$ cat config.mk
export PLATFORM = sky130hd
export DESIGN_NAME = td4_sequencer
export DESIGN_NICKNAME = d
export VERILOG_FILES = /design/src/rtl/td4_sequencer.sv
export SDC_FILE = /design/constraint.sdc
export NUM_CORES = 1
export LEC_CHECK = 0
export BUFFER_PORTS_ARGS = -buffer_cell sky130_fd_sc_hd__buf_2
export CAP_MARGIN = 20
export CELL_PAD_IN_SITES_DETAIL_PLACEMENT = 1
export CELL_PAD_IN_SITES_GLOBAL_PLACEMENT = 2
export CORE_AREA = 2 2 57 59
export CTS_BUF_LIST = sky130_fd_sc_hd__clkbuf_16
export DETAILED_ROUTE_END_ITERATION = 16
export DIE_AREA = 0 0 59 61
export GPL_TIMING_DRIVEN = 0
export PLACE_DENSITY_LB_ADDON = 0.3
export SYNTH_ARGS = -nofsm -noshare
export SYNTH_HDL_FRONTEND = slang
export SYNTH_SLANG_ARGS = --single-unit
export TNS_END_PERCENT = 30
$ cat constraint.sdc
create_clock -name clk -period 1.2 [get_ports clk]
set_input_delay 0.24 -clock clk [delete_from_list [all_inputs] [get_ports clk]]
set_output_delay 0.24 -clock clk [all_outputs]
set_load 0.005 [all_outputs]
$ cat src/rtl/td4_sequencer.sv
// td4_sequencer: two-state fetch/execute controller for the TD4 4-bit CPU
module td4_sequencer #(
    parameter int bitWidth = 4
) (
    input  logic                clk,
    input  logic                clr,
    input  logic                en,
    input  logic [7:0]          insn,
    input  logic                c_in,
    output logic [bitWidth-1:0] addr,
    output logic [2:0]          load_n,
    output logic [1:0]          sel,
    output logic [bitWidth-1:0] im,
    output logic                carry,
    output logic                exec
);
    typedef enum logic {FETCH, EXEC} state_t;
    state_t              state;
    logic [7:0]          ir;
    logic [bitWidth-1:0] pc;
    logic [3:0]          op;
    logic                jump;
    assign op   = ir[7:4];
    assign im   = bitWidth'(ir[3:0]);
    assign addr = pc;
    assign exec = state == EXEC;
    assign jump = op == 4'hf || (op == 4'he && !carry);
    // decode selector and load strobes purely from the latched instruction and state
    always_comb begin
        sel    = !op[3] ? op[1:0] : op == 4'h9 ? 2'b01 : 2'b11;
        load_n = !exec ? 3'b111 :
                 !op[3] ? (op[2] ? 3'b101 : 3'b110) :
                 (op == 4'h9 || op == 4'hb) ? 3'b011 : 3'b111;
    end
    // fetch latches the instruction; exec advances pc and captures carry
    always_ff @(posedge clk or negedge clr) begin
        if (!clr) begin
            state <= FETCH;
            ir    <= 8'h00;
            pc    <= '0;
            carry <= 1'b0;
        end else if (state == FETCH) begin
            if (en) begin
                ir    <= insn;
                state <= EXEC;
            end
        end else begin
            state <= FETCH;
            carry <= c_in;
            pc    <= jump ? im : pc + 1'b1;
        end
    end
endmodule

==> results of run 1 <==
per-stage QoR:
step                cell area (µm²)  total power, µW  hold WS, ps  setup slack [ps]
floorplan                     714.4            923.6       -55.59             25.35
global placement              885.9             1097        158.8            -187.3
detailed placement            885.9             1109        161.7            -152.8
CTS                            1057             1822        225.2            -204.1
global route                   1102             1974        228.9            -264.6
finish                         1102             1852        226.2            -220.1
final cells by class:
cell class / instances / area (µm²) / area share [%]
inverters: 4 / 15.01 / 1.362
clock inverters: 1 / 3.754 / 0.3405
flip-flops and latches: 14 / 352.8 / 32.01
plain buffers: 6 / 56.30 / 5.108
well taps: 33 / 41.29 / 3.746
clock buffers: 3 / 75.07 / 6.810
repair buffers: 33 / 198.9 / 18.05
multi-input cells: 38 / 359.1 / 32.58
Yosys cell counts (all sizes together):
master   instances  share of area, %
o21ai            1              0.70
buf              6               6.0
or2              1              0.88
mux2             9                14
o311ai           2               2.5
or3              1              0.88
and3             2               1.9
o32a             1               1.4
nand2b           3               2.6
a21o             1               1.2
inv              4               2.1
nand4b           1               1.2
dfrtp           14                49
nand4            1              0.88
and2             1              0.88
nor2             1              0.52
nand3            1              0.70
a221o            1               1.4
o221ai           1               1.2
nor2b            2               1.8
a22oi            1               1.1
nand3b           2               2.1
a31oi            1              0.88
ha               1               1.8
nand2            2               1.1
o2111ai          1               1.2
critical path: stages, from the launching register on:
cell and delay (ps):
dfrtp_1 420, or3_1 380, buf_2 140
cell families (layout without fill, tap and decap cells):
| logic type | after synthesis | after routing | share of synthesized area [%] |
|---|---|---|---|
| AND/OR/NAND/NOR | 18 | 18 | 15.41 |
| flip-flops | 14 | 14 | 49.04 |
| AO/OA/AOI/OAI | 10 | 10 | 11.56 |
| buffers and inverters | 10 | 47 | 8.055 |
| multiplexers | 9 | 9 | 14.19 |
| adder cells (fa/ha/maj) | 1 | 1 | 1.751 |
power by group:
group          leakage (µW)  switching [µW]  internal (µW)
registers          0.000159             106            573
clock network     0.0000385             195            441
logic              0.000319             212            324
total              0.000517             513           1340
worst max path at each step:
stage / startpoint / to / slack (ps) / cells past startpoint
2_1_floorplan: exec / load_n[0] / 30 / 3
3_3_place_gp: exec / load_n[0] / -190 / 4
3_5_place_dp: exec / load_n[0] / -150 / 4
4_1_cts: exec / load_n[0] / -200 / 4
5_1_grt: exec / load_n[0] / -260 / 4
6_report: ir[6] / load_n[0] / -220 / 2
registers in the layout, indices dropped and copies added (netlist names):
| signal | flops |
|---|---|
| carry | 1 |
| ir | 8 |
| exec | 1 |
| addr | 4 |
routing by layer:
metal	wire length, µm	track usage (%)	part of all wire, %	up-vias
met4	0	1.948	0	0
li1	-	-	-	294
met5	0	0	0	-
met2	869	16.67	48	21
met3	106	5.117	5.9	0
met1	828	15.38	46	311
timing repair:
action,4_1_cts,5_1_grt
endpoints found under the setup margin,16,16
endpoints found under the hold margin,14,0
buffers inserted,6,0
pin swaps,2,2
hold buffers,1,0
resized for setup,12,10
==> results.md, run 1 <==
* CP Launch Type: flip-flop
* Power Density at roughly 1700 mW/mm²
* Hold Fails Final Rpt at 0
* Largest net degree at the start of global routing at 15
* Worst path arrival time at ~1200 ps
* TNS Setup at -1019 ps
* Iteration-0 DRC Markers at 7
* Drt pass-1 iters at 4
* Final Setup Violations at 13
* Tcrit/Tclk final at 118.3%
* Port Buf Inserts at 26
* #FFs+latches synth at 14
* Unrepaired setup endpoints after global routing: true
* Capturing point of the worst reg2reg path: ir[7]
* Worst skew pair latency at about 240 ps
* Drt drc at 0
* Core ar. at ~0.0030 mm²
* Fmax at 0.7042 GHz
* Wirelength, routed at approximately 1.8 mm
* I/O pin count at 27
* Commonest non-fill, non-tap cell in the layout: buf_2
* CTS sink cnt at 14
* First-pass GRT wire length at around 3 mm
* Chip Width at slightly below 60 µm
* R2r worst-path depth at 4
* Synth cell types at 29
* Cell count after synthesis at 62
* Worst flop-to-flop path startpoint: exec
* Syn-to-layout area delta at 54.29%
* Cells after DPL at 121
* Register-to-register setup slack at -40 ps
* GRT Overall Usage at a little under an eighth
* Static Leak at around 0.00052 µW
* Max_slew headroom at 78.43%
* Routed len/inst at 13.67 µm
* Worst Skew at between 3 and 4 ps
* Vias/cell at approximately 4.7
* Mapped Nets at between 70 and 80
* Synth warn at 0
* Placer Congestion at just over 0.7
* Sequential cell area fraction in the yosys report at 49.04%
* Synth Cell Area at about 700 µm²
* HP Start: insn[5]
* ANT cells at 0
* Max-cap violations at 0
* Most frequent cells in the layout: buf_2, dfrtp_1, buf_4
* Share of layout cells above drive strength 1 at 60.61%
* FP Rows at 20
* Run status: finished with violations
* PnR worst setup slack at -220.1 ps
* Num CTS Buffers at 3
* Syn avg cell area at 11.52 µm²
* Clock root buffer master: clkbuf_16
* Worst-path fanout max at 5
* Vias at 626
* Starting density of the core at about a quarter
* Pins Over Slew Limit at 0
* Routed Antenna Nets at 0
* Least-Margin Pin Slew at around 320 ps
* Nets at 113
* DIE AREA at 0.003599 mm²
* Crit Path Category: flip-flop to output pin
* Clock tree buffer depth at 2
* Worst-path clk slew at 50 ps
* Die outline height at 61 µm
* Hold path depth at 2
* HPWL after DPL at between 1 and 1.5 mm
* Fin crit period at around 1400 ps
* HP Class: input pin to flip-flop
* Initial antenna violation count at 0
* Nature of the critical path endpoint: output pin
* H-tree Lvls at 1
* Final std cells w/o fill at roughly 130
* Vias in the first global route at approximately 650
* Global route overflow at 0
* Max IR drop VDD at ~0.85 mV
* CTS tree: yes
* Layout fillers at 348
* Failing checks: setup timing
* Hold EP: ir[5]
* Util after Layout at ~37%
* CP required at roughly 960 ps
Note: power is estimated with default switching activity, not from simulation.
==> run 2: changes to the inputs <==
--- a/config.mk
+++ b/config.mk
@@ -15,6 +15,7 @@
 export DIE_AREA = 0 0 59 61
 export GPL_TIMING_DRIVEN = 0
 export PLACE_DENSITY_LB_ADDON = 0.3
+export SKIP_LAST_GASP = 1
 export SYNTH_ARGS = -nofsm -noshare
 export SYNTH_HDL_FRONTEND = slang
 export SYNTH_SLANG_ARGS = --single-unit
==> run 2 against run 1 <==
  * The run still ends with setup timing left
  * Cell count grew 0.76%
  * Largest cell class is now flip-flops and latches
  * Non-clock buffer count grew 1
  * Clock skew is essentially flat
  * Highest routed layer unchanged
  * Flip-flop and latch count is the same
==> results.md, run 2 (synthesis gave the netlist of run 1 again) <==
* Hold path depth at 2
* Most frequent cells in the layout: buf_2, dfrtp_1, mux2_2, buf_4, buf_6
* Worst skew pair latency at ~240 ps
* Worst path arrival time at 1170 ps
* Fmax at just over 0.7 GHz
* ANT cells at 0
* Failing checks: setup timing
* HP Class: input pin to flip-flop
* Pins Over Slew Limit at 0
* Util after Layout at 36.23%
* CTS sink cnt at 14
* Least-Margin Pin Slew at between 300 and 400 ps
* Placer Congestion at around 0.72
* Drt pass-1 iters at 4
* Hold EP: ir[5]
* First-pass GRT wire length at 2.994 mm
* Vias at 634
* CP Launch Type: flip-flop
* Clock root buffer master: clkbuf_16
* HP Start: insn[5]
* Fin crit period at about 1400 ps
* Commonest non-fill, non-tap cell in the layout: buf_2
* Slowest library cell on the worst path: dfrtp_1
* Final Cell Area at ~0.0011 mm²
* Port Buf Inserts at 26
* Syn-to-layout area delta at 49.74%
* GRT Overall Usage at approximately 11%
* H-tree Lvls at 1
* Worst-path cell chain: buf_6 > inv_2 > or3_1 > buf_2
* Met1 usage in global routing at about 15%
* Run status: finished with violations
* Tcrit/Tclk final at 117.9%
* Met2 Resource Use GR at between 10% and 20%
* CP required at 960 ps
* Largest register by flop count: ir
* I/O pin count at 27
* Drt drc at 0
* Max FFs per register at 8
* Chip Width at approximately 59 µm
* Final Setup Violations at 16
* Share of layout cells above drive strength 1 at a little under 60%
* Post-DP Area at approximately 900 µm²
* Setup WS pre-CTS at -152.8 ps
* Starting density of the core at 24.19%
* Die outline height at approximately 61 µm
* Routed Antenna Nets at 0
* DIE AREA at ~0.0036 mm²
* FP Rows at 20
* Worst Skew at a little over 4 ps
* Worst-path clk slew at approximately 50 ps
* Routed len/inst at between 10 and 15 µm
* Vias in the first global route at roughly 650
* Hold Fails Final Rpt at 0
* Crit Path Category: flip-flop to output pin
* Nets at around 110
* Unrepaired setup endpoints after global routing: true
* Initial antenna violation count at 0
* Iteration-0 DRC Markers at 7
* Worst flop-to-flop path startpoint: exec
* Power Density at about 1700 mW/mm²
* Capturing point of the worst reg2reg path: ir[5]
* Register-to-register setup slack at -190 ps
* Largest net degree at the start of global routing at 15
* Static Leak at 0.0005025 µW
* Crit-path max cell delay at between 300 and 400 ps
* PnR worst setup slack at -214.8 ps
* Nature of the critical path endpoint: output pin
* CTS tree: yes
* Wirelength, routed at approximately 1.8 mm
* R2r worst-path depth at 4
* Num CTS Buffers at 3
* Vias/cell at between 4 and 5
* Gr busiest metal: met2
* Met3 Usage GRT at under 10%
* Clock tree buffer depth at 2
* Global route overflow at 0
* Max IR drop VDD at 0.8684 mV
* Worst-path fanout max at 3
* Max-cap violations at 0
* Max_slew headroom at between 70% and 80%
* Core ar. at a little under 0.003 mm²
* HPWL after DPL at 1.248 mm
==> run 2: cell count changes in the layout (fill, tap and decap cells not counted), sizes merged <==
cell | previous run | this run
clkdlybuf4s15 | 0 | 1
==> run 2: layout make-up <==
cell class,count,area [µm²]
fill,350,1883
sequential,14,351.6
multi-input combinational,38,324.1
timing repair buffer,34,206.4
clock buffer,3,75.07
buffer,6,52.55
tap,33,41.29
inverter,4,15.01
clock inverter,1,3.754
==> run 2: power breakdown <==
part,switching [µW],leakage (µW),internal (µW)
clock network,200,0.0000385,441
logic,203,0.000304,302
registers,99.1,0.000160,572
==> run 2: through the flow <==
stage               hold slack, ps  instances  total power, µW  TNS, ps
finish                       224.9        133             1817    -1858
global route                 229.0        133             1936    -2807
CTS                          225.3        132             1804    -2140
detailed placement           161.7        121             1109   -746.6
global placement             158.8        121             1097   -786.1
floorplan                   -55.59         62            923.6        0
==> run 2: critical path: cells and delay by family, from the launching register on <==
kind	cells	cell delay, ps
and+or+nand+nor	1	300
buffers and inverters	3	290
DFF	1	350
==> run 2: timing repair <==
action | 4_1_cts | 5_1_grt
cloned | 0 | 1
endpoints found under the setup margin | 16 | 17
resized for setup | 5 | 7
endpoints found under the hold margin | 14 | 0
setup buffers | 6 | 0
hold buffers | 1 | 0
pin swaps | 1 | 1
==> run 2: worst max-delay path by stage <==
stage                end  depth (start not counted)  from  slack (ps)
2_1_floorplan  load_n[0]                          3  exec          30
3_3_place_gp   load_n[0]                          4  exec        -190
3_5_place_dp   load_n[0]                          4  exec        -150
4_1_cts        load_n[0]                          4  exec        -200
5_1_grt        load_n[0]                          4  exec        -260
6_report       load_n[0]                          4  exec        -210
==> run 2: metal layers <==
metal,vias to the layer above,wire length (µm)
met5,-,0
met4,0,0
met3,0,113
met2,23,903
met1,311,811
li1,300,-
==> run 3: changes to the inputs <==
--- a/config.mk
+++ b/config.mk
@@ -14,7 +14,7 @@
 export DETAILED_ROUTE_END_ITERATION = 16
 export DIE_AREA = 0 0 59 61
 export GPL_TIMING_DRIVEN = 0
-export PLACE_DENSITY_LB_ADDON = 0.3
+export PLACE_DENSITY_LB_ADDON = 0.1
 export SKIP_LAST_GASP = 1
 export SYNTH_ARGS = -nofsm -noshare
 export SYNTH_HDL_FRONTEND = slang
==> run 3 against run 2 <==
  * The flow still finishes with violations (setup timing)
  * Hold slack lost 2.6 ps
  * Utilization grew 1.4 points
  * Sequential share of layout area shrank 1.1 points
  * Via count grew 0.63%
  * Register-to-register slack is essentially flat
  * Largest cell class is now multi-input gates
  * Cell area grew 3.9%
  * Setup slack lost 31 ps
  * Global-route usage grew 0.57 points
==> results.md, run 3 (synthesis gave the netlist of run 1 again) <==
* Initial antenna violation count at 0
* Drt pass-1 iters at 3
* Wirelength, routed at 1.989 mm
* Clock share of power at 33.8%
* Final Setup Violations at 13
* Layout fillers at ~350
* Largest register by flop count: ir
* Pins Over Slew Limit at 0
* Worst skew pair latency at 240 ps
* Port Buf Inserts at 26
* Die outline height at between 60 and 70 µm
* Flop pwr share at between 30 and 40%
* Worst Skew at roughly 3.0 ps
* HP Start: insn[7]
* Vias in the first global route at about 630
* ANT cells at 0
* Tcrit/Tclk final at 120.5%
* FP Rows at 20
* Min Hold Slack at approximately 220 ps
* Power Density at approximately 1700 mW/mm²
* Most frequent cells in the layout: buf_2, dfrtp_1, buf_4
* Slowest library cell on the worst path: dfrtp_1
* H-tree Lvls at 1
* Power, Total at roughly 1900 µW
* First-pass GRT wire length at approximately 3.0 mm
* Critical Path Start: exec
* Iteration-0 DRC Markers at 9
* Drt drc at 0
* Max-cap violations at 0
* CTS sink cnt at 14
* Syn-to-layout area delta at 55.52%
* GRT Overall Usage at a little under an eighth
* Commonest non-fill, non-tap cell in the layout: buf_2
* Clock tree buffer depth at 2
* P_int at between 1000 and 1500 µW
* Routed Antenna Nets at 0
* PnR worst setup slack at -245.4 ps
* Starting density of the core at 24.19%
* Final Cell Area at roughly 0.0011 mm²
* Vias at 638
* Max IR drop VDD at ~0.68 mV
* Largest net degree at the start of global routing at 15
* TNS Setup at -1637 ps
* CP required at around 960 ps
* Fin crit period at 1445 ps
* Crit-path max cell delay at 360 ps
* Share of layout cells above drive strength 1 at approximately 64%
* Max FFs per register at 8
* Nets at 116
* Crit Path Category: flip-flop to output pin
* Worst-path cell chain: buf_6 > inv_1 > or3_1 > buf_2
* Clock root buffer master: clkbuf_16
* Worst-path fanout max at 3
* CP Launch Type: flip-flop
* Worst-path clk slew at about 50 ps
* Gate power share at between 30% and 40%
* Switching power at around 530 µW
* HP Class: input pin to flip-flop
* Nature of the critical path endpoint: output pin
* I/O pin count at 27
* Post-DP Area at 885.9 µm²
* Fmax at between 0.6 and 0.7 GHz
* Core ar. at between 0.002 and 0.003 mm²
* CTS tree: yes
* Global route overflow at 0
* Least-Margin Pin Slew at around 340 ps
* Chip Width at 59 µm
* Routed len/inst at approximately 15 µm
* Hold Fails Final Rpt at 0
* Failing checks: setup timing
* Run status: finished with violations
* HPWL after DPL at 1.329 mm
* Worst flop-to-flop path startpoint: exec
* Max_slew headroom at 77.57%
* Worst path arrival time at approximately 1200 ps
* Unrepaired setup endpoints after global routing: true
* Placer Congestion at 0.7421
* DIE AREA at approximately 0.0036 mm²
* Num CTS Buffers at 3
* Vias/cell at between 4 and 5
* Static Leak at around 0.00051 µW
* Switching Share at ~28%
==> run 3: worst paths after layout <==
kind,slack (ps),to,cells after the start
max,-250,load_n[0],4
min,220,ir[7],2
max reg2reg,-190,ir[3],4
min reg2reg,530,ir[2],1
max in group asynchronous,500,ir[4],2
min in group asynchronous,430,addr[0],2
==> run 3: through the flow <==
step	setup WS (ps)	instances	utilization (%)
floorplan	25.35	62	-
global placement	-190.6	121	30.00
detailed placement	-206.1	121	30.00
CTS	-244.7	130	34.45
global route	-312.9	135	37.63
finish	-245.4	135	37.63
==> run 3: worst max-delay path, delay by kind of cell (launching register included) <==
kind / cells / cell delay [ps]
simple gates: 1 / 310
flops: 1 / 360
buf+inv: 3 / 300
==> run 3: cell type report <==
class	instances	area, µm²	share of cell area (%)
repair buffers	36	215.2	19.37
inverters	4	15.01	1.351
flip-flops and latches	14	352.8	31.76
clock inverters	1	3.754	0.3378
multi-input cells	38	355.3	31.98
well taps	33	41.29	3.716
clock buffers	3	75.07	6.757
plain buffers	6	52.55	4.730
==> run 3: power groups by stage <==
stage          logic (µW)  clock network (µW)  registers, µW
2_1_floorplan         264                   0            660
3_3_place_gp          430                   0            675
3_5_place_dp          438                   0            683
4_1_cts               475                 654            675
5_1_grt               657                 691            698
6_report              586                 644            677
==> run 3: timing repair <==
action                                  CTS  global route
endpoints found under the setup margin   16            17
cloned                                    0             1
hold buffers                              1             0
endpoints found under the hold margin    14             0
pin swaps                                 1             1
setup buffers                             4             4
resized for setup                         3            15
==> run 3: routing by layer <==
layer,vias up,part of all wire [%],wire [µm],track usage (%)
li1,310,-,-,-
met1,307,46,924,14.84
met2,16,47,932,17.46
met3,5,4.9,97,4.904
met4,0,1.7,34,5.844
met5,-,0,0,0
